`src/rtl/ctrl_pkg.sv`:
```
// Shared control definitions for the BRAM load/unload paths: master FSM
// phase encoding, write-controller state type and BRAM geometry.
package ctrl_pkg;

  // Top-level master FSM phase, as driven on master_state.
  typedef enum logic [1:0] {
    M_IDLE = 2'd0,
    M_SEND = 2'd1,
    M_LOAD = 2'd2,
    M_PROC = 2'd3
  } master_state_e;

  // Write-controller FSM states.
  typedef enum logic [1:0] {
    WC_IDLE = 2'd0,
    WC_RECV = 2'd1,
    WC_DONE = 2'd2,
    WC_ERR  = 2'd3
  } wc_state_e;

  localparam int BRAM_DEPTH  = 1024;
  localparam int BRAM_ADDR_W = 10;

  // True when the master is in the given phase; keeps every block comparing
  // master_state against the same encoding.
  function automatic logic master_is(input logic [1:0] ms, input master_state_e ph);
    return ms == 2'(ph);
  endfunction

endpackage

```
`src/rtl/idle_timer.sv`:
```
// Loadable down-counter used as an inactivity watchdog. load_i reloads the
// count, en_i lets it count down by one per cycle and it parks at zero.
// tc_o flags a count of one: the next enabled cycle is the expiry cycle, so
// a caller that sees (en && tc_o) knows the limit is reached on that edge.
module idle_timer #(
  parameter int W = 8
) (
  input  logic         clk_i,
  input  logic         rst_ni,
  input  logic         load_i,
  input  logic [W-1:0] load_val_i,
  input  logic         en_i,
  output logic         tc_o
);

  logic [W-1:0] cnt_q;
  logic [W-1:0] cnt_d;

  // Next count: reload wins over counting; never wrap below zero.
  always_comb begin
    cnt_d = cnt_q;
    if (load_i) begin
      cnt_d = load_val_i;
    end else if (en_i && (cnt_q != '0)) begin
      cnt_d = cnt_q - 1'b1;
    end
  end

  // Count register.
  always_ff @(posedge clk_i or negedge rst_ni) begin
    if (!rst_ni) begin
      cnt_q <= '0;
    end else begin
      cnt_q <= cnt_d;
    end
  end

  assign tc_o = (cnt_q == W'(1));

endmodule

```
`src/rtl/write_controller.sv`:
```
// Receives bytes from the UART receiver during the master LOAD phase and
// writes them sequentially into BRAM port A. Tracks the byte count and a
// modulo-2^DATA_W checksum, flags frame completion and inter-byte timeouts.
// Leaving LOAD aborts from any state; the counters are kept for inspection
// until the next LOAD entry.
module write_controller
  import ctrl_pkg::*;
#(
  parameter int DEPTH       = BRAM_DEPTH,
  parameter int ADDR_W      = BRAM_ADDR_W,
  parameter int DATA_W      = 8,
  parameter int TIMEOUT_CYC = 2000000
) (
  input  logic              clk,
  input  logic              rst,
  input  logic [1:0]        master_state,
  input  logic [DATA_W-1:0] rx_data,
  input  logic              rx_ready,
  output logic              wea,
  output logic [ADDR_W-1:0] addra,
  output logic [DATA_W-1:0] dina,
  output logic              write_done,
  output logic              write_error,
  output logic [ADDR_W:0]   bytes_rcvd,
  output logic [DATA_W-1:0] checksum
);

  // Timer width covers 0..TIMEOUT_CYC; kept at least one bit when disabled.
  localparam int TMR_W = (TIMEOUT_CYC > 0) ? $clog2(TIMEOUT_CYC + 1) : 1;
  localparam logic [ADDR_W:0] FULL_CNT = (ADDR_W + 1)'(DEPTH);

  wc_state_e         state_q, state_d;
  logic              wea_q, wea_d;
  logic [ADDR_W-1:0] addra_q, addra_d;
  logic [DATA_W-1:0] dina_q, dina_d;
  logic              done_q, done_d;
  logic              err_q, err_d;
  logic [ADDR_W:0]   cnt_q, cnt_d;
  logic [DATA_W-1:0] sum_q, sum_d;

  logic              in_load;
  logic              tmr_load;
  logic              tmr_en;
  logic              tmr_tc;

  assign in_load = master_is(master_state, M_LOAD);

  // Inactivity timer, only present when a timeout is configured.
  generate
    if (TIMEOUT_CYC > 0) begin : g_timer
      idle_timer #(
        .W(TMR_W)
      ) u_idle_timer (
        .clk_i      (clk),
        .rst_ni     (rst),
        .load_i     (tmr_load),
        .load_val_i (TMR_W'(TIMEOUT_CYC)),
        .en_i       (tmr_en),
        .tc_o       (tmr_tc)
      );
    end else begin : g_no_timer
      logic unused_tmr;
      assign unused_tmr = tmr_load ^ tmr_en;
      assign tmr_tc     = 1'b0;
    end
  endgenerate

  // Next-state and output logic. Priority inside RECV: abort, frame full,
  // byte accept, then timeout.
  always_comb begin
    state_d  = state_q;
    wea_d    = 1'b0;
    addra_d  = addra_q;
    dina_d   = dina_q;
    done_d   = done_q;
    err_d    = err_q;
    cnt_d    = cnt_q;
    sum_d    = sum_q;
    tmr_load = 1'b0;
    tmr_en   = 1'b0;

    case (state_q)
      WC_IDLE: begin
        done_d = 1'b0;
        err_d  = 1'b0;
        if (in_load) begin
          state_d  = WC_RECV;
          cnt_d    = '0;
          sum_d    = '0;
          tmr_load = 1'b1;
        end
      end

      WC_RECV: begin
        if (!in_load) begin
          state_d = WC_IDLE;
          done_d  = 1'b0;
          err_d   = 1'b0;
        end else if (cnt_q == FULL_CNT) begin
          // Final write went out last cycle; report completion now.
          state_d = WC_DONE;
          done_d  = 1'b1;
        end else if (rx_ready) begin
          wea_d    = 1'b1;
          addra_d  = cnt_q[ADDR_W-1:0];
          dina_d   = rx_data;
          cnt_d    = cnt_q + 1'b1;
          sum_d    = sum_q + rx_data;
          tmr_load = 1'b1;
        end else if (cnt_q != '0) begin
          // Timeout only runs once the frame has started.
          tmr_en = 1'b1;
          if (tmr_tc) begin
            state_d = WC_ERR;
            err_d   = 1'b1;
          end
        end
      end

      WC_DONE, WC_ERR: begin
        if (!in_load) begin
          state_d = WC_IDLE;
          done_d  = 1'b0;
          err_d   = 1'b0;
        end
      end

      default: begin
        state_d = WC_IDLE;
        done_d  = 1'b0;
        err_d   = 1'b0;
      end
    endcase
  end

  // State and output registers.
  always_ff @(posedge clk or negedge rst) begin
    if (!rst) begin
      state_q <= WC_IDLE;
      wea_q   <= 1'b0;
      addra_q <= '0;
      dina_q  <= '0;
      done_q  <= 1'b0;
      err_q   <= 1'b0;
      cnt_q   <= '0;
      sum_q   <= '0;
    end else begin
      state_q <= state_d;
      wea_q   <= wea_d;
      addra_q <= addra_d;
      dina_q  <= dina_d;
      done_q  <= done_d;
      err_q   <= err_d;
      cnt_q   <= cnt_d;
      sum_q   <= sum_d;
    end
  end

  assign wea         = wea_q;
  assign addra       = addra_q;
  assign dina        = dina_q;
  assign write_done  = done_q;
  assign write_error = err_q;
  assign bytes_rcvd  = cnt_q;
  assign checksum    = sum_q;

endmodule

```
`config.mk`:
```
export PLATFORM = sky130hd
export DESIGN_NAME = write_controller
export DESIGN_NICKNAME = d
export VERILOG_FILES = /design/src/rtl/ctrl_pkg.sv /design/src/rtl/idle_timer.sv /design/src/rtl/write_controller.sv
export SDC_FILE = /design/constraint.sdc
export NUM_CORES = 1
export LEC_CHECK = 0
export CAP_MARGIN = 40
export CORE_AREA = 3 3 98 100
export CTS_CLUSTER_DIAMETER = 150
export DETAILED_ROUTE_END_ITERATION = 10
export DIE_AREA = 0 0 101 103
export GPL_TIMING_DRIVEN = 1
export PLACE_DENSITY_LB_ADDON = 0.12
export SYNTH_ARGS = -nofsm -noshare
export SYNTH_HDL_FRONTEND = slang
export SYNTH_SLANG_ARGS = --single-unit
```
`constraint.sdc`:
```
create_clock -name clk -period 2.55 [get_ports clk]
set_input_delay 0.765 -clock clk [delete_from_list [all_inputs] [get_ports clk]]
set_output_delay 0.765 -clock clk [all_outputs]
set_load 0.005 [all_outputs]
```
==> impl_metrics.ini <==
[synthesis]
ys_warn_count = 0
synth_seq_cells = 63
synth_area_um2 = 3140
synthTopCellsByArea = dfrtp_1 50%, mux2_2 6.5%, ha_1 4.8%
synth.yosys.seq_area_share = 0.503
synth.most_common_cell = dfrtp_1
synth_top_cell_area_share = 0.503
yosys-top-cells-count = 63 x dfrtp_1, 23 x nor2_1, 18 x mux2_2
synth_edf_count = 0
synthArstFlopShare = 1.00
syn_inst = 283
synth_area_leader_cell = dfrtp_1
synth.distinct_cells = 43
ys.flop_type = dfrtp_1
syn-num-nets = 309
postSynthAreaPerCell_um2 = 11.1

[drt]
first_iter_violations = 90
viasPerCell = 4.99
routedWlPerCell_um = 14.2
routed_wl_mm = 6.79
first_pass_iters = 4
drc = 0
num_vias = 2388
ant_nets = 0

[global_routing]
grt_pass1_wl_mm = 11.8
antenna_found_initial = 0
first_global_vias = 2367
overflow = 0
grtUsageTotal = 0.143
grt_max_degree = 24

[worst_setup_path]
path_delay_family = simple AND/OR/NAND/NOR gates
cp-end-kind = register
crit_arrival_ps = 2650
start_kind = input pin
crit_fanout = 5
required_ps = 2760
cp_slowest_cell = or4_1
crit_buf_inv = 3
path_class = in -> reg
cp_cell_sequence = clkdlybuf4s50_1 > nor4bb_1 > buf_4 > o311a_1 > buf_4 > o211ai_4 > or4_1 > nand3_1 > o21ai_0
critPathMaxStageDelay_ps = 430
crit_top_cell = buf_4

[clocking]
clk_latency_ps = 330
cts_setup_buffers = 0
clkTransAtPathRegs_ps = 70
cts_tree = built
cts_max_path_buffers = 2
root_buffer = clkbuf_8
cts_num_sinks = 63
cts_buffers = 9
htreeDepth = 3

[sta]
fin_crit_ps = 2430
setup_viol = 0
drv_slew = 0
finalCritPeriodShare = 0.955
hold_viol = 0
tightestPinTransition_ps = 533
fmax_mhz = 411
grt_setup_unrepaired = no
hold_slack_ps = 407
relSlewSlack = 0.645
skew_ps = 6.05

[layout]
final_util = 0.480
area_delta_synth_final_pct = 34.1
diodes = 0
final_layout_size_suffix_gt1_frac = 0.199
num-nets-final = 393

[floorplan]
dieArea_um2 = 10400
dieHeight_um = 103
pin_count = 53
core.rowCount = 34
die_x_um = 101
initial_utilization = 0.358
coreArea_um2 = 8760

[power]
p_leak_nw = 1.96
vdd_drop_max_uv = 334
power_density_nw_per_um2 = 572

[placement]
portBuffers = 52
hpwl_mm = 5.00
globalplace.congestion = 0.766

[min_path]
hp-class = in -> async

[outcome]
status = complete, no violations

[job]
max_cap_violations = 0
==> state kept, by name (all words and copies together) (netlist names) <==
register and cells:
bytes_rcvd 11, write_error 1, write_done 1, g_timer.u_idle_timer.cnt_q 21, wea 1, addra 10
checksum 8, state_q 2, dina 8
==> area by class of cell <==
| type | instances | area, µm² |
|---|---|---|
| Clock buffer | 11 | 141 |
| Clock inverter | 4 | 70.1 |
| Fill cell | 859 | 4560 |
| Inverter | 8 | 30.0 |
| Multi-Input combinational cell | 203 | 1490 |
| Sequential cell | 63 | 1580 |
| Tap cell | 108 | 135 |
| Timing Repair Buffer | 82 | 766 |
==> through the flow <==
step / cell area, µm² / instances / worst slack (ps) / setup TNS (ps) / power (mW)
2_1_floorplan: 3140 / 283 / 285 / 0 / 1.27
6_report: 4210 / 479 / 116 / 0 / 2.41
4_1_cts: 4190 / 479 / 88.7 / 0 / 2.45
3_5_place_dp: 3980 / 464 / -265 / -2370 / 1.49
3_3_place_gp: 3980 / 464 / -265 / -2180 / 1.49
5_1_grt: 4210 / 479 / 15.3 / 0 / 2.54
==> what timing repair did <==
action	CTS	global route
gates resized for setup	0	3
setup endpoints to repair	0	3
hold buffers	0	0
hold endpoints to repair	0	0
==> cell families after synthesis <==
logic type      Yosys count  share of synthesized area
simple gates            104                      0.180
fa+ha+maj                13                     0.0542
mux                      18                     0.0646
compound gates           42                     0.0981
xor+xnor                 26                     0.0726
flops                    63                      0.503
buf+inv                  17                     0.0275
==> path summary, 6_finish.rpt <==
check                      slack (ps)  cells past startpoint                                         end                      start
setup reg to reg                  200                      9  g_timer.u_idle_timer.cnt_q[14]$_DFFE_PN0P_  bytes_rcvd[0]$_DFFE_PN0P_
min in group clk                  500                      1                         dina[4]$_DFFE_PN0P_        dina[4]$_DFFE_PN0P_
setup / recovery                  120                      9   g_timer.u_idle_timer.cnt_q[5]$_DFFE_PN0P_            master_state[0]
hold reg to reg                   500                      1                         dina[4]$_DFFE_PN0P_        dina[4]$_DFFE_PN0P_
hold / removal                    410                      1                         dina[4]$_DFFE_PN0P_                        rst
max in group asynchronous        1580                      2  g_timer.u_idle_timer.cnt_q[13]$_DFFE_PN0P_                        rst
==> cells in the final DEF, fill, tap and decap left out, types with 2 or more instances in the layout <==
cell and instances:
or4_4 2, dfrtp_1 63, a21oi_1 5, xnor2_1 13, nor4_1 4, xor2_1 13, nor4_2 3, o31ai_1 2
mux2_2 18, clkdlybuf4s50_1 51, nand3_1 11, inv_1 8, o211ai_4 2, and3_1 7, nor2_1 23, nand4_1 8
clkbuf_8 10, o21ai_0 10, buf_4 28, nor2b_1 2, or3_1 7, o21ai_1 2, nor3_1 9, o21a_1 3
a21o_1 4, a22o_1 5, o211ai_1 2, or4_1 2, nand2_1 16, clkinv_2 2, nand2b_1 5, ha_1 12
buf_12 2, bufinv_16 2
==> routing by layer <==
metal  wire (µm)  vias to the layer above  track usage
met5           0                        -            0
met4          31                        0       0.0368
met3         323                        4       0.0453
met2        3160                       40        0.220
met1        3280                     1166        0.197
li1            -                     1178            -
==> power by group <==
group / switching [mW] / internal, mW
registers: 0.0368 / 1.06
clock network: 0.373 / 0.569
logic: 0.152 / 0.218
total: 0.562 / 1.85
==> worst reg2reg max path: cells and delay by family, from the launching register on <==
family | cells | cell delay (ps)
buffers and inverters | 3 | 420
flip-flops | 1 | 380
AND/OR/NAND/NOR | 3 | 770
AO/OA/AOI/OAI | 1 | 370
XOR/XNOR | 1 | 140
adder cells (fa/ha/maj) | 1 | 170
Power figures use the tool's default switching activity.
